===== src/rtl/display_hex_tx_pkg.sv =====
`default_nettype none
// ============================================================================
// Module      : display_hex_tx_pkg
// Description : Shared types and ASCII constants for the display hex
//               transmitter (frame state encoding, CR/LF, digit bases,
//               "0x" prefix bytes).
// Revision    : 1.0 - initial release
// ============================================================================
package display_hex_tx_pkg;

    // Frame sequencer states; the prefix states exist only in prefix builds.
    typedef enum logic [2:0] {
        ST_IDLE  = 3'd0,
        ST_PFX0  = 3'd1,
        ST_PFX1  = 3'd2,
        ST_DIGIT = 3'd3,
        ST_CR    = 3'd4,
        ST_LF    = 3'd5
    } state_t;

    localparam logic [7:0] c_ASCII_CR          = 8'h0D;
    localparam logic [7:0] c_ASCII_LF          = 8'h0A;
    localparam logic [7:0] c_ASCII_DIGIT_BASE  = 8'h30;
    // 'A' (0x41) minus 10, so a nibble value of 10..15 maps straight to A..F.
    localparam logic [7:0] c_ASCII_LETTER_BASE = 8'h37;
    localparam logic [7:0] c_ASCII_PFX0        = 8'h30;
    localparam logic [7:0] c_ASCII_PFX1        = 8'h78;

endpackage
`default_nettype wire


===== src/rtl/hex_nibble_ascii.sv =====
`default_nettype none
// ============================================================================
// Module      : hex_nibble_ascii
// Description : Combinational 4-bit nibble to uppercase ASCII hex character.
// Revision    : 1.0 - initial release
// ============================================================================
module hex_nibble_ascii
    import display_hex_tx_pkg::*;
(
    input  logic [3:0] i_nib,
    output logic [7:0] o_ascii
);

    // 0-9 offset from '0', 10-15 offset from the letter base so they land on A-F.
    always_comb begin
        if (i_nib < 4'd10) begin
            o_ascii = c_ASCII_DIGIT_BASE + {4'h0, i_nib};
        end else begin
            o_ascii = c_ASCII_LETTER_BASE + {4'h0, i_nib};
        end
    end

endmodule
`default_nettype wire


===== src/rtl/display_hex_tx.sv =====
`default_nettype none
// ============================================================================
// Module      : display_hex_tx
// Description : Snapshots the processor display value and writes it as an
//               ASCII hex line ("1A2F\r\n") into a UART TX FIFO write port.
//               Optional build macro DISPLAY_HEX_PREFIX_EN adds a "0x" prefix.
// Revision    : 1.0 - initial release
// ============================================================================
module display_hex_tx
    import display_hex_tx_pkg::*;
#(
    parameter int DATA_W = 16
)(
    input  logic              clk,
    input  logic              reset_n,
    input  logic              clk_en,
    input  logic [DATA_W-1:0] display_in,
    input  logic              send,
    input  logic              auto_en,
    input  logic              tx_full,
    output logic [7:0]        w_data,
    output logic              wr_uart,
    output logic              busy
);

    localparam int NIB   = DATA_W / 4;
    localparam int IDX_W = (NIB > 1) ? $clog2(NIB) : 1;
    localparam logic [IDX_W-1:0] c_IDX_TOP = IDX_W'(NIB - 1);

    state_t              state_q, state_d;
    logic [IDX_W-1:0]    idx_q, idx_d;
    logic [DATA_W-1:0]   snap_q, snap_d;
    logic [DATA_W-1:0]   last_sent_q, last_sent_d;
    logic                pending_q, pending_d;

    logic                w_busy;
    logic                w_accept;
    logic                w_req;
    logic [DATA_W-1:0]   w_cmp_ref;
    logic [3:0]          w_nib;
    logic [7:0]          w_digit;

    assign w_busy   = (state_q != ST_IDLE);
    assign w_accept = w_busy && clk_en && !tx_full;
    assign busy     = w_busy;
    assign wr_uart  = w_accept;

    // While a frame is out, the snapshot is what will become the last sent
    // value, so auto-change detection compares against it; otherwise a frame
    // triggered by a change would immediately re-request itself.
    assign w_cmp_ref = w_busy ? snap_q : last_sent_q;
    assign w_req     = send || (auto_en && (display_in != w_cmp_ref));

    // Select the nibble currently being emitted from the snapshot.
    always_comb begin
        w_nib = 4'h0;
        for (int i = 0; i < NIB; i++) begin
            if (idx_q == IDX_W'(i)) begin
                w_nib = snap_q[i*4 +: 4];
            end
        end
    end

    hex_nibble_ascii u_nib (
        .i_nib   (w_nib),
        .o_ascii (w_digit)
    );

    // Byte presented to the FIFO, a pure function of state, index and snapshot.
    always_comb begin
        case (state_q)
`ifdef DISPLAY_HEX_PREFIX_EN
            ST_PFX0:  w_data = c_ASCII_PFX0;
            ST_PFX1:  w_data = c_ASCII_PFX1;
`endif
            ST_DIGIT: w_data = w_digit;
            ST_CR:    w_data = c_ASCII_CR;
            ST_LF:    w_data = c_ASCII_LF;
            default:  w_data = 8'h00;
        endcase
    end

    // Next-state: start frames from IDLE, advance one byte per accepted strobe,
    // and fold any request seen mid-frame into a single pending flag.
    always_comb begin
        state_d     = state_q;
        idx_d       = idx_q;
        snap_d      = snap_q;
        last_sent_d = last_sent_q;
        pending_d   = pending_q;

        if (clk_en && w_busy && w_req) begin
            pending_d = 1'b1;
        end

        case (state_q)
            ST_IDLE: begin
                if (clk_en && (w_req || pending_q)) begin
                    snap_d    = display_in;
                    pending_d = 1'b0;
`ifdef DISPLAY_HEX_PREFIX_EN
                    state_d   = ST_PFX0;
`else
                    state_d   = ST_DIGIT;
                    idx_d     = c_IDX_TOP;
`endif
                end
            end
`ifdef DISPLAY_HEX_PREFIX_EN
            ST_PFX0: begin
                if (w_accept) state_d = ST_PFX1;
            end
            ST_PFX1: begin
                if (w_accept) begin
                    state_d = ST_DIGIT;
                    idx_d   = c_IDX_TOP;
                end
            end
`endif
            ST_DIGIT: begin
                if (w_accept) begin
                    if (idx_q == '0) begin
                        state_d = ST_CR;
                    end else begin
                        idx_d = idx_q - 1'b1;
                    end
                end
            end
            ST_CR: begin
                if (w_accept) state_d = ST_LF;
            end
            ST_LF: begin
                if (w_accept) begin
                    state_d     = ST_IDLE;
                    last_sent_d = snap_q;
                end
            end
            default: state_d = ST_IDLE;
        endcase
    end

    // State and data registers with asynchronous active-low reset.
    always_ff @(posedge clk or negedge reset_n) begin
        if (!reset_n) begin
            state_q     <= ST_IDLE;
            idx_q       <= '0;
            snap_q      <= '0;
            last_sent_q <= '0;
            pending_q   <= 1'b0;
        end else begin
            state_q     <= state_d;
            idx_q       <= idx_d;
            snap_q      <= snap_d;
            last_sent_q <= last_sent_d;
            pending_q   <= pending_d;
        end
    end

endmodule
`default_nettype wire


===== config.mk =====
export PLATFORM = sky130hd
export DESIGN_NAME = display_hex_tx
export DESIGN_NICKNAME = d
export VERILOG_FILES = /design/src/rtl/display_hex_tx_pkg.sv /design/src/rtl/hex_nibble_ascii.sv /design/src/rtl/display_hex_tx.sv
export SDC_FILE = /design/constraint.sdc
export NUM_CORES = 1
export LEC_CHECK = 0
export BUFFER_PORTS_ARGS = -buffer_cell sky130_fd_sc_hd__buf_4
export CAP_MARGIN = 20
export CORE_MARGIN = 1
export CORE_UTILIZATION = 39
export CTS_BUF_LIST = sky130_fd_sc_hd__clkbuf_16
export DETAILED_ROUTE_END_ITERATION = 10
export PLACE_DENSITY_LB_ADDON = 0.12
export SETUP_SLACK_MARGIN = 0.2
export SYNTH_ARGS = -nofsm -noshare
export SYNTH_HDL_FRONTEND = slang
export SYNTH_SLANG_ARGS = --single-unit

===== constraint.sdc =====
create_clock -name clk -period 2.8 [get_ports clk]
set_input_delay 0.28 -clock clk [delete_from_list [all_inputs] [get_ports clk]]
set_output_delay 0.28 -clock clk [all_outputs]
set_load 0.005 [all_outputs]

==> results, run 1 <==
- The flow ran to the end, and the final reports show no timing, DRC or antenna violations.
- Ranked by total cell area, the synthesized netlist is headed by sky130_fd_sc_hd__dfrtp_1 (42%), sky130_fd_sc_hd__mux2_2 (9.8%), sky130_fd_sc_hd__xnor2_1 (4.6%).
- For this design the top-level I/O count stands at 32.
- Of the total power, registers draw 0.331.
- The worst setup path is of the register to output pin kind.
- The number of antenna violations at the first check in global routing is 0.
- The number of global-route vias before repair is 1811.
- The endpoint identified for the worst register-to-register timing path is snap_q[8]$_DFFE_PN0P_.
- The clock share of power is 0.199.
- The max-slew headroom at the worst pin is 0.663.
- The first routing iteration left 109 violations.
- The fraction of power spent switching nets is 0.378.
- The total overflow reported by the global router is 0.
- The switching power of the nets is 1.02 mW.
- The largest total area in the synthesized netlist belongs to sky130_fd_sc_hd__dfrtp_1.
- The number of endpoints with negative hold slack in the final report is 0.
- For this run, the leading register cell type out of synthesis is sky130_fd_sc_hd__dfrtp_1.
- The synthesized design contains 0 enable-type register cells.
- The detail route stage leaves a number of antenna-violating nets equal to 0.
- The mux cell area share after synthesis is 0.151.
- The total of buffers placed on input and output ports is 30.
- Of the total synthesized cell area, the portion taken by AND, OR, NAND and NOR gates is 0.129.
- The number of detailed-routing iterations run before antenna repair is 4.
- The post-synthesis compound-gate area fraction is 0.149.
- In the final layout, the share of cells above drive strength 1 is 0.354.
- The final critical-path setup slack is 132 ps.
- The initial cell density of the core is 0.410.
- The total power per unit cell area is 918 nW/µm².
- Averaged over all synthesized cells, the footprint is 10.1 µm².
- The number of nets handed over by synthesis was 253.
- The clock tree buffer depth is 2.
- The H-tree depth is 2.
- The netlist uses 48 different library cells.
- In this run the most critical hold path is launched from clk_en.
- The detailed router placed 1839 vias in this run.
- The number of rows created at floorplan is 27.
- STA puts the critical path data required time at 2520 ps.
- The total area inside the core boundary comes to 5570 µm².
- In the synthesized netlist the async set-or-reset flop fraction comes to 1.00.
- The clock period minus worst slack is 2670 ps.
- The cell sitting at the root of the clock tree is a sky130_fd_sc_hd__clkbuf_16.
- The worst register-to-register path has a depth of 8.
- The number of storage elements in the synthesis netlist is 38.
- The number of buffers created by CTS is 5.
- Setup repair after global routing could not meet its margin everywhere.
- Of the total power, combinational logic draws 0.470.
- For this block, the routed nets add up to 5.65 mm of wire.
- The share of synthesized area in the top cell type comes to 0.416.
- The overall track demand over capacity in global routing is 0.199.
- TritonCTS built the clock tree.
- The first-pass GRT wire length is 9.14 mm.
- The setup TNS is 0 ps.
- Dividing the detail-routed wire length by the instance count gives 16.3 µm.
- Measured along the x axis, the die boundary spans 78.6 µm.
- The startpoint of the worst-slack reg-to-reg timing path is state_q[2]$_DFFE_PN0P_.
- The synthesized-area fraction occupied by xor and xnor cells is 0.0728.
- The post-route clock period utilization is 0.953.
- Setup violations remaining at the end of the flow were counted as 0.
- Based on the critical path, the design can be clocked at up to 0.375 GHz.
- Along the worst hold path, the cell count comes to 2.
- For hold timing, the worst endpoint is pending_q$_DFF_PN0_.
- At the pin with the least slew margin, the transition time is 506 ps.
- The layout-stage area growth over the synthesis result is 28.6%.
- For flop-to-flop paths, the worst setup slack is 380 ps.
- Timing analysis after detailed placement gives a worst setup slack of 248 ps.
- Entering global routing, the biggest net connects 39 pins.
- The design internal power is 1.68 mW.
- 0 antenna diodes ended up in the layout.
- The congestion estimate from routability-driven global placement came to 0.812.
- The category of the worst setup path capture point is an output pin.
- The type of the most critical hold path is input pin to register.
- For the worst setup path, the data arrival time is 2390 ps.
- The count of final max-slew check failures is 0.
- The vertical extent of the die is 78.6 µm.
- In this run the static leakage power is 1.35 nW.
- The worst-path maximum fanout is 8.
- By area, the combinational part of the netlist is dominated by multiplexers.
- In the routed design, unresolved DRC markers number 0.
- The count of maximum capacitance violations is 0.
- The share of the core filled with cells is 0.528.
- The type of element launching the critical path is a register.
- Of the total synthesized cell area, the portion taken by full adders, half adders and majority gates is 0.0274.
- The area of the mapped netlist is 2290 µm².
- The routed via count divided by cell count is 5.32.
- The cell count after synthesis is 226.
- The HPWL after detailed placement is 4.01 mm.
- The area of the die is 6170 µm².
- The overall power of the completed layout is 2.70 mW.
- VDD sags by at most 452 µV.
- The CTS clock-pin slew for the worst setup and hold paths is 60 ps.
- During synthesis, Yosys emitted a total of 0 warnings.
- Between clock sinks in the finished design, the worst skew comes to 3.84 ps.
- The portion of the post-synthesis area used by sequential elements is 0.416.
- The net count of the finished layout is 300.
- The number of sinks driven by the clock tree is 38.
- The clock latency on the worst-skew pair is 280 ps.
-- registers in the layout, summed over array words and instances (netlist names) --
register / flops
idx_q: 2
last_sent_q: 16
pending_q: 1
snap_q: 16
state_q: 3
-- stage by stage --
stage / hold WS (ps) / std cells / instance area [µm²]
final: 227 / 346 / 2940
after global placement: 290 / 329 / 2630
after CTS: 227 / 343 / 2890
after floorplan: -15.6 / 226 / 2290
after detailed placement: 294 / 329 / 2630
after global routing: 238 / 346 / 2940
-- power groups by stage --
stage | clock network (mW) | logic, mW | registers [mW]
3_3_place_gp | 0 | 1.09 | 0.886
4_1_cts | 0.551 | 1.20 | 0.884
2_1_floorplan | 0 | 0.787 | 0.820
5_1_grt | 0.573 | 1.39 | 0.914
3_5_place_dp | 0 | 1.10 | 0.889
6_report | 0.537 | 1.27 | 0.895
-- synth_stat cells (all sizes together), types with 2 or more instances --
cell	n
a21oi	8
a221oi	2
a22oi	2
a31oi	3
buf	3
clkbuf	3
dfrtp	38
ha	5
inv	22
mux2	24
mux2i	6
nand2	17
nand2b	4
nand3	4
nand4	2
nor2	7
nor2b	6
nor3	6
nor4	4
o211ai	2
o21ai	10
o22ai	9
o31ai	4
xnor2	12
xor2	7
-- final cells by class --
cell class              count  area (µm²)
fillers                   539        2630
multi-input cells         160        1310
flip-flops and latches     38         951
repair buffers             46         364
clock buffers               5         125
well taps                  72        90.1
inverters                  22        85.1
clock inverters             3        12.5
-- kinds of logic after synthesis --
logic type                 after synthesis
adders and majority gates                5
other                                    1
buffers and inverters                   28
DFF                                     38
muxes                                   30
and+or+nand+nor                         55
AOI/OAI and AO/OA                       50
xor gates and xnor gates                19
-- critical path, cell delays in order, from the launching register on --
cell and delay [ps]:
sky130_fd_sc_hd__dfrtp_1 410, sky130_fd_sc_hd__inv_2 130, sky130_fd_sc_hd__ha_4 200, sky130_fd_sc_hd__nor2b_2 50, sky130_fd_sc_hd__a221oi_2 210, sky130_fd_sc_hd__nor3_1 80
sky130_fd_sc_hd__a21oi_1 200, sky130_fd_sc_hd__ha_2 220, sky130_fd_sc_hd__inv_1 50, sky130_fd_sc_hd__nor3_1 270, sky130_fd_sc_hd__o32ai_2 130, sky130_fd_sc_hd__buf_4 150
-- worst max path at each step --
| stage | startpoint | end | slack (ps) | cells after the start |
|---|---|---|---|---|
| global placement | idx_q[1]$_DFFE_PN0P_ | w_data[2] | 320 | 11 |
| CTS | idx_q[0]$_DFFE_PN0P_ | w_data[1] | 240 | 10 |
| global route | idx_q[1]$_DFFE_PN0P_ | w_data[2] | -30 | 11 |
| floorplan | state_q[2]$_DFFE_PN0P_ | snap_q[12]$_DFFE_PN0P_ | 370 | 7 |
| finish | idx_q[1]$_DFFE_PN0P_ | w_data[2] | 130 | 11 |
| detailed placement | idx_q[1]$_DFFE_PN0P_ | w_data[2] | 250 | 11 |
-- layout by cell type, fill, tap and decap left out, drive strengths merged, types with 2 or more instances in the layout --
cell | synthesis | routed
xor2 | 7 | 7
nand3 | 4 | 4
nor3 | 6 | 6
o21ai | 10 | 10
dfrtp | 38 | 38
nor4 | 4 | 4
nor2b | 6 | 6
clkinv | 0 | 2
o31ai | 4 | 4
nand2 | 17 | 17
clkbuf | 3 | 5
a22oi | 2 | 2
nand4 | 2 | 2
ha | 5 | 5
o22ai | 9 | 9
nand2b | 4 | 4
mux2i | 6 | 6
buf | 3 | 45
mux2 | 24 | 24
xnor2 | 12 | 12
a31oi | 3 | 3
a221oi | 2 | 2
inv | 22 | 23
nor2 | 7 | 7
a21oi | 8 | 8
o211ai | 2 | 2
-- layer usage --
metal / vias to the layer above / GRT usage / part of all wire
li1: 898 / - / -
met1: 882 / 0.247 / 0.45
met2: 51 / 0.340 / 0.49
met3: 8 / 0.0384 / 0.043
met4: 0 / 0.0704 / 0.020
met5: - / 0 / 0
-- what timing repair did --
action / 4_1_cts / 5_1_grt
hold buffers: 1 / 0
gates resized for setup: 17 / 6
setup buffers: 5 / 3
setup endpoints to repair: 4 / 12
pin swaps: 2 / 6
endpoints found under the hold margin: 18 / 0
(Power assumes the default switching activity.)
==> run 2, diff against run 1 <==
Settings changed: ABC_AREA from default to 1.
==> results, run 2 <==
- The most frequent standard cell in the layout excluding fill and tap cells is sky130_fd_sc_hd__nand2_1.
- Setup repair after global routing could not meet its margin everywhere.
- The first-pass GRT wire length came to 10.2 mm (+12%).
- The width of the chip was 82.3 µm (+4.8%).
- The portion of total power attributed to combinational logic is 0.587 (+0.117).
- The number of flops mapped to enable cells by yosys is 0 (unchanged).
- The total overflow reported by the global router is 0 (unchanged).
- The number of antenna violations at the first check in global routing is 0 (unchanged).
- The count of final setup violators is 0 (unchanged).
- The cell count after synthesis is 372 (+65%).
- The fraction of the mapped netlist area in adder cells was 0.0249 (-0.00249).
- The number of buffers created by CTS is 5 (unchanged).
- The area fraction of the dominant cell type after synthesis is 0.378 (-0.0378).
- The count of final max-slew check failures is 0 (unchanged).
- The final critical-path setup slack is 312 ps (+181 ps).
- The CTS clock-pin slew for the worst setup and hold paths is 60 ps (about the same).
- The vias after detailed routing is 2404 (+31%).
- The number of placed I/O pins came to 32 (unchanged).
- The maximum achievable frequency is 0.402 GHz (+7.3%).
- The number of detailed-routing iterations run before antenna repair is 4 (unchanged).
- The power share of the sequential group is 0.273 (-0.058).
- The clock tree from TritonCTS is done.
- The clock share of power is 0.141 (-0.058).
- The static power due to leakage is 1.58 nW (+17%).
- The setup TNS is 0 ps (unchanged).
- The startpoint identified for the worst register-to-register timing path is state_q[2]$_DFFE_PN0P_.
- The total half-perimeter wirelength after legalization and detailed placement was 4.48 mm (+12%).
- The overall power of the completed layout was 3.82 mW (+41%).
- The fraction of power spent switching nets is 0.477 (+0.0992).
- The largest net degree at the start of global routing is 39 (unchanged).
- The DRC violation count after routing is 0 (unchanged).
- The net total in the final layout is 432 (+44%).
- The total placed cells including tap cells is 470 (+43%).
- The worst path required time is 2520 ps (about the same).
- The most used flip-flop cell after synthesis is sky130_fd_sc_hd__dfrtp_1.
- The overall track demand over capacity in global routing is 0.204 (+0.00578).
- The vertical extent of the die is 82.3 µm (+4.8%).
- The type of the worst setup path is register to output pin.
- The count of inserted antenna diode cells came to 0 (unchanged).
- The mux cell area share after synthesis is 0 (-0.151).
- The top cell types in the final layout, fill and taps aside, are sky130_fd_sc_hd__nand2_1 (120), sky130_fd_sc_hd__inv_1 (56), sky130_fd_sc_hd__nand3_1 (42), sky130_fd_sc_hd__dfrtp_1 (37), sky130_fd_sc_hd__buf_4 (36).
- The signal arrival time at the worst endpoint is 2210 ps (-180 ps).
- In the final layout, the registers with the most flip-flops are last_sent_q (16), snap_q (16), state_q (3).
- The worst-path maximum fanout was 5 (-3).
- The synthesized-area fraction occupied by and/or/nand/nor cells is 0.338 (+0.209).
- The number of sinks driven by the clock tree is 38 (unchanged).
- The portion of the post-synthesis area used by sequential elements is 0.378 (-0.0378).
- The design internal power came to 2.00 mW (+19%).
- The flow ran to the end, and the final reports show no timing, DRC or antenna violations.
- The core region area was 6060 µm² (+8.7%).
- The depth of the most critical reg-to-reg path is 17 (+9).
- The post-route clock period utilization is 0.888 (-0.0645).
- By area the synthesized netlist is led by sky130_fd_sc_hd__dfrtp_1 (38%), sky130_fd_sc_hd__nand2_1 (18%), sky130_fd_sc_hd__inv_1 (8.8%).
- The number of endpoints with negative hold slack in the final report was 0 (unchanged).
- The category of the worst setup path capture point is an output pin.
- The post-synthesis compound-gate area fraction was 0.131 (-0.0175).
- The post-layout instance count excluding filler cells was 481 (+39%).
- The synthesized-area fraction occupied by xor and xnor cells came to 0 (-0.0728).
- The number of rows created at floorplan was 28 (+3.7%).
- The routed via count divided by cell count is 5.00 (-6.0%).
- The maximum ir drop on the vdd rail is 563 µV (+24%).
- Counting instances in the post-synthesis netlist gives the leading cell types as sky130_fd_sc_hd__nand2_1 (120), sky130_fd_sc_hd__inv_1 (59), sky130_fd_sc_hd__nand3_1 (42).
- The number of storage elements in the synthesis netlist is 38 (unchanged).
- The clock tree buffer depth is 2 (unchanged).
- The smallest hold slack came to 276 ps (+48.7 ps).
- The clock period minus worst slack is 2490 ps (-181 ps).
- The area of the die is 6780 µm² (+9.7%).
- The area of the mapped netlist is 2520 µm² (+10%).
- The worst-case clock skew came to 6.53 ps (+2.69 ps).
- The slack of the worst reg-to-reg path was 480 ps (+100 ps).
- The largest family of logic cells by synthesized area is simple AND/OR/NAND/NOR gates.
- The per-cell routed wire length was 13.5 µm (-18%).
- The post-detailed-routing wire length came to 6.48 mm (+15%).
- The initial cell density of the core came to 0.415 (+0.00483).
- The worst setup path is launched from a register.
- The start point of the critical path is idx_q[0]$_DFFE_PN0P_.
- The H-tree depth is 2 (unchanged).
- The most common cell in the netlist is sky130_fd_sc_hd__nand2_1.
- The total of buffers placed on input and output ports is 30 (unchanged).
- In this run the worst setup path terminates at w_data[1].
- The share of flip-flops with an asynchronous set or reset after synthesis was 1.00 (unchanged).
- The cell at the root of the clock tree is sky130_fd_sc_hd__clkbuf_16.
- The post-placement setup slack is 440 ps (+192 ps).
- The type of the most critical hold path is input pin to register.
- The total power per unit cell area was 1270 nW/µm² (+38%).
- The fraction of final layout cells sized beyond drive strength 1 was 0.158 (-0.196).
- The layout-stage area growth over the synthesis result is 19.3%.
- The count of distinct cell types in the synthesized netlist is 28 (-42%).
- The number of nets produced by synthesis came to 399 (+58%).
- The clock latency on the worst-skew pair was 280 ps (about the same).
- The violation count after the first detailed-routing iteration is 154 (+41%).
- The count of maximum capacitance violations is 0 (unchanged).
- The yosys synthesis warning count is 0 (unchanged).
- The post-route antenna net violation count is 0 (unchanged).
- The number of global-route vias before repair is 2107 (+16%).
- The final weighted congestion in routability-driven placement is 0.825 (+1.6%).
- The mean instance size in the synthesized netlist is 6.76 µm² (-33%).
- The endpoint identified for the worst register-to-register timing path is state_q[1]$_DFFE_PN0P_.
- The biggest area contributor in the post-synthesis netlist is sky130_fd_sc_hd__dfrtp_1.
- The switching power of the nets is 1.82 mW (+78%).
run 2: cell types whose count changed after synthesis, sizes merged, moves of 6 or more:
cell / delta
xnor2: -12
mux2i: -6
inv: +38
nand3: +39
o21ai: +34
nor2: +10
nor2b: -6
nand3b: +9
buf: +7
o22ai: -8
mux2: -24
nand2: +106
xor2: -7
run 2: kinds of logic (layout without fill, tap and decap cells):
family,after synthesis,count (layout)
compound gates,61,61
buf+inv,73,106
other cells,1,1
simple gates,194,195
fa+ha+maj,5,5
flops,38,38
run 2: worst min-delay path by stage:
stage / start / endpoint / cells past startpoint
floorplan: reset_n / idx_q[0]$_DFFE_PN0P_ / 0
global placement: reset_n / snap_q[0]$_DFFE_PN0P_ / 1
detailed placement: reset_n / snap_q[0]$_DFFE_PN0P_ / 1
CTS: display_in[7] / snap_q[7]$_DFFE_PN0P_ / 3
global route: display_in[15] / snap_q[15]$_DFFE_PN0P_ / 3
finish: display_in[7] / snap_q[7]$_DFFE_PN0P_ / 3
run 2: critical path, stage by stage, from the launching register on:
cell                       delay (ps)
sky130_fd_sc_hd__dfrtp_2          440
sky130_fd_sc_hd__inv_2             90
sky130_fd_sc_hd__ha_4             150
sky130_fd_sc_hd__inv_1             60
sky130_fd_sc_hd__o21ai_1          140
sky130_fd_sc_hd__o211ai_1         120
sky130_fd_sc_hd__a22oi_2          180
sky130_fd_sc_hd__inv_1             80
sky130_fd_sc_hd__ha_1             270
sky130_fd_sc_hd__nand2_1           50
sky130_fd_sc_hd__a31o_2           220
sky130_fd_sc_hd__buf_4            130
run 2: metrics by stage:
stage           util  area [µm²]
2_1_floorplan      -        2520
3_3_place_gp   0.460        2790
3_5_place_dp   0.460        2790
4_1_cts        0.485        2940
5_1_grt        0.495        3000
6_report       0.495        3000
run 2: area by class of cell:
class                      count  area, µm²
sequential                    38        952
timing repair buffer          38        292
inverter                      60        228
fill                         620       3060
multi-input combinational    262       1300
clock buffer                   5        125
clock inverter                 3       12.5
tap                           75       93.8
run 2: routing by layer:
layer	up-vias	wire, µm	track usage
met3	7	238	0.0341
met1	1111	3190	0.281
met2	43	3000	0.334
met5	-	0	0
li1	1243	-	-
met4	0	55	0.0474
run 2: power groups by stage:
stage	registers, mW	clock network, mW	logic, mW
2_1_floorplan	0.975	0	1.64
3_5_place_dp	1.04	0	2.09
5_1_grt	1.08	0.571	2.58
4_1_cts	1.03	0.547	2.11
3_3_place_gp	1.03	0	2.07
6_report	1.04	0.537	2.24
run 2: what timing repair did:
item | CTS | global route
setup endpoints to repair | 1 | 12
pin swaps | 0 | 5
buffers inserted | 0 | 1
hold buffers | 1 | 0
gates cloned | 0 | 1
endpoints found under the hold margin | 38 | 0
resized for setup | 1 | 21
==> run 3, diff against run 2 <==
Settings changed: SETUP_SLACK_MARGIN 0.2 to default, SYNTH_HIERARCHICAL from default to 1.
==> results, run 3 <==
- The most crowded layer after global routing is met2.
- The type of the most critical hold path is input pin to register.
- The count of final setup violators is 0 (unchanged).
- The post-route clock period utilization is 0.937 (+0.0482).
- The share of flip-flops with an asynchronous set or reset after synthesis came to 1.00 (unchanged).
- The area of the die came to 6960 µm² (+2.7%).
- The worst min-delay path startpoint is display_in[7].
- By instance count, the leading cell after synthesis is sky130_fd_sc_hd__nand2_1.
- The overall power of the completed layout is 3.86 mW (+1.1%).
- CTS placed an instance of sky130_fd_sc_hd__clkbuf_16 at the clock tree root.
- The violation count after the first detailed-routing iteration is 216 (+40%).
- The maximum single-stage delay on the critical path came to 450 ps (about the same).
- The number of global-route vias before repair is 2241 (+6.4%).
- The slack of the worst reg-to-reg path is 470 ps (about the same).
- The category of the worst setup path capture point is an output pin.
- The CTS clock-pin slew for the worst setup and hold paths was 60 ps (about the same).
- The endpoint identified for the worst register-to-register timing path is snap_q[1]$_DFFE_PN0P_.
- The worst-path maximum fanout is 5 (unchanged).
- The number of flops mapped to enable cells by yosys is 0 (unchanged).
- The post-detailed-routing wire length was 6.11 mm (-5.7%).
- The global-route met1 utilization is 0.262 (-0.0190).
- The library cell used most frequently in the layout, excluding fill and tap cells, is sky130_fd_sc_hd__nand2_1.
- The number of buffers created by CTS is 5 (unchanged).
- The total power per unit cell area is 1260 nW/µm² (-0.68%).
- The largest net degree at the start of global routing came to 39 (unchanged).
- The worst-case clock skew came to 6.93 ps (+0.392 ps).
- The width of the chip is 83.4 µm (+1.4%).
- The H-tree depth is 2 (unchanged).
- The path with the worst hold slack has its endpoint at snap_q[7]$_DFFE_PN0P_.
- The number of endpoints with negative hold slack in the final report is 0 (unchanged).
- The net total in the final layout was 449 (+3.9%).
- The area of the mapped netlist is 2590 µm² (+2.8%).
- The signal arrival time at the worst endpoint is 2340 ps (+130 ps).
- The maximum achievable frequency is 0.381 GHz (-5.1%).
- For this run, the leading register cell type out of synthesis is sky130_fd_sc_hd__dfrtp_1.
- The library cells used most frequently in the layout, excluding fill and tap cells, are sky130_fd_sc_hd__nand2_1 (132), sky130_fd_sc_hd__inv_1 (59), sky130_fd_sc_hd__nand3_1 (48), sky130_fd_sc_hd__dfrtp_1 (38), sky130_fd_sc_hd__buf_4 (38).
- The count of final max-slew check failures is 0 (unchanged).
- The total of buffers placed on input and output ports came to 30 (unchanged).
- The number of sinks driven by the clock tree is 38 (unchanged).
- The sum of buffers and inverters on the critical path came to 3 (-1).
- The type of the worst setup path is register to output pin.
- The clock tree buffer depth is 2 (unchanged).
- The clock period minus worst slack came to 2620 ps (+135 ps).
- The met2 demand-to-capacity share in global routing was 0.310 (-0.0239).
- The depth of the most critical reg-to-reg path came to 15 (-2).
- The number of placed I/O pins is 32 (unchanged).
- TritonCTS built the clock tree.
- The core region area is 6390 µm² (+5.4%).
- The yosys synthesis warning count is 6 (+6).
- The smallest hold slack is 274 ps (-1.73 ps).
- The vias after detailed routing is 2442 (+1.6%).
- The cell count after synthesis is 391 (+5.1%).
- The worst path required time came to 2520 ps (about the same).
- The portion of the post-synthesis area used by sequential elements was 0.368 (-0.0102).
- The startpoint of the worst-slack reg-to-reg timing path is state_q[0]$_DFFE_PN0P_.
- The count of distinct cell types in the synthesized netlist was 27 (-3.6%).
- The total overflow reported by the global router was 0 (unchanged).
- The instance area at placement came to 2860 µm² (+2.6%).
- Sorting the synthesized cells by area gives the leading types as sky130_fd_sc_hd__dfrtp_1 (37%), sky130_fd_sc_hd__nand2_1 (19%), sky130_fd_sc_hd__nand3_1 (9.3%).
- The number of rows created at floorplan was 29 (+3.6%).
- The number of nets produced by synthesis was 418 (+4.8%).
- On the critical path, the stage with the largest delay is an instance of sky130_fd_sc_hd__dfrtp_1.
- The share of the core filled with cells is 0.478 (-0.0170).
- The run finished with clean final reports.
- The count of inserted antenna diode cells is 0 (unchanged).
- The per-cell routed wire length was 12.2 µm (-9.3%).
- The vertical extent of the die is 83.4 µm (+1.4%).
- The worst hold path cell count was 3 (unchanged).
- The total half-perimeter wirelength after legalization and detailed placement came to 4.50 mm (+0.49%).
- The overall track demand over capacity in global routing is 0.192 (-0.0123).
- After synthesis, the most frequently instantiated cells are sky130_fd_sc_hd__nand2_1 (132), sky130_fd_sc_hd__inv_1 (62), sky130_fd_sc_hd__nand3_1 (48).
- The first-pass GRT wire length is 10.7 mm (+4.8%).
- The final standard cell area without fillers is 3060 µm² (+1.7%).
- The DRC violation count after routing is 0 (unchanged).
- The initial cell density of the core was 0.405 (-0.0102).
- The top cell type by total area after synthesis is sky130_fd_sc_hd__dfrtp_1.
- The number of antenna violations at the first check in global routing is 0 (unchanged).
- The fraction of final layout cells sized beyond drive strength 1 was 0.147 (-0.0111).
- The maximum ir drop on the vdd rail came to 474 µV (-16%).
- Among cell families on the critical path, the largest total delay comes from adder cells.
- The number of detailed-routing iterations run before antenna repair is 5 (+1).
- The area growth from synthesis to layout is 18.1%.
- The routed via count divided by cell count is 4.88 (-2.3%).
- The most frequent cell on the critical path is sky130_fd_sc_hd__nand2_1.
- The number of storage elements in the synthesis netlist came to 38 (unchanged).
- The area fraction of the dominant cell type after synthesis came to 0.368 (-0.0102).
- The largest registers in the layout are last_sent_q (16), snap_q (16), state_q (3).
- The post-route antenna net violation count is 0 (unchanged).
- The final weighted congestion in routability-driven placement is 0.884 (+7.2%).
- The clock latency on the worst-skew pair was 280 ps (about the same).
- The global-route met3 utilization is 0.0348 (+0.000725).
- The static power due to leakage is 1.63 nW (+3.1%).
- The mean instance size in the synthesized netlist was 6.61 µm² (-2.2%).
- The signal on the critical path passes through inv_2 -> ha_4 -> nand3_1 -> a21oi_2 -> a211oi_1 -> a21oi_1 -> inv_1 -> ha_1 -> nand3b_1 -> nand2_1 -> nand2_1 -> o21ai_0 -> buf_4.
- The count of maximum capacitance violations was 0 (unchanged).
- The worst setup path is launched from a register.
-- run 3: cell count changes after synthesis, moves of 3 or more --
cell	before	now
sky130_fd_sc_hd__nand2_1	120	132
sky130_fd_sc_hd__o21ai_0	29	18
sky130_fd_sc_hd__nand3_1	42	48
sky130_fd_sc_hd__nor2_1	16	20
sky130_fd_sc_hd__inv_1	59	62
sky130_fd_sc_hd__a211oi_1	0	4
-- run 3: worst min-delay path, stage by stage --
cell and delay [ps]:
sky130_fd_sc_hd__buf_4 80, sky130_fd_sc_hd__inv_1 40, sky130_fd_sc_hd__o21ai_1 110
-- run 3: routing by layer --
layer	wire length [µm]	up-vias
li1	-	1292
met2	2850	40
met5	0	-
met4	58	0
met1	2980	1104
met3	218	6
-- run 3: worst max-delay path by stage --
| stage | depth (start not counted) | slack (ps) | startpoint | to |
|---|---|---|---|---|
| after global placement | 13 | 470 | idx_q[0]$_DFFE_PN0P_ | w_data[1] |
| final | 13 | 180 | idx_q[0]$_DFFE_PN0P_ | w_data[1] |
| after floorplan | 12 | 590 | idx_q[0]$_DFFE_PN0P_ | w_data[1] |
| after CTS | 14 | 30 | idx_q[1]$_DFFE_PN0P_ | w_data[1] |
| after global routing | 14 | -30 | idx_q[1]$_DFFE_PN0P_ | w_data[1] |
| after detailed placement | 14 | 350 | idx_q[1]$_DFFE_PN0P_ | w_data[1] |
-- run 3: where the power goes --
| part | switching (mW) | total, mW | internal, mW |
|---|---|---|---|
| clock | 0.213 | 0.537 | 0.325 |
| sequential | 0.227 | 1.05 | 0.818 |
| combinational | 1.40 | 2.27 | 0.870 |
| total | 1.84 | 3.86 | 2.01 |
-- run 3: layout make-up --
class                           count  area, µm²
Timing Repair Buffer               39        295
Fill cell                         637       3330
Inverter                           63        236
Sequential cell                    38        951
Clock buffer                        5        125
Multi-Input combinational cell    275       1340
Tap cell                           77       96.3
Clock inverter                      3       16.3
-- run 3: what timing repair did --
action,CTS,global route
hold buffers,1,0
resized for setup,0,10
hold endpoints to repair,29,0
setup buffers,0,1
setup endpoints to repair,0,6
-- run 3: cell families after synthesis --
| kind of cell | Yosys count | synth area share |
|---|---|---|
| compound gates | 51 | 0.105 |
| simple gates | 218 | 0.372 |
| other cells | 1 | 0.00145 |
| buf+inv | 78 | 0.130 |
| fa+ha+maj | 5 | 0.0242 |
| flops | 38 | 0.368 |
-- run 3: stage by stage --
step	cells	worst slack, ps	setup TNS [ps]
6_report	500	177	0
5_1_grt	500	-25.8	-25.8
4_1_cts	499	34.3	0
3_5_place_dp	490	347	0
3_3_place_gp	490	474	0
2_1_floorplan	391	588	0
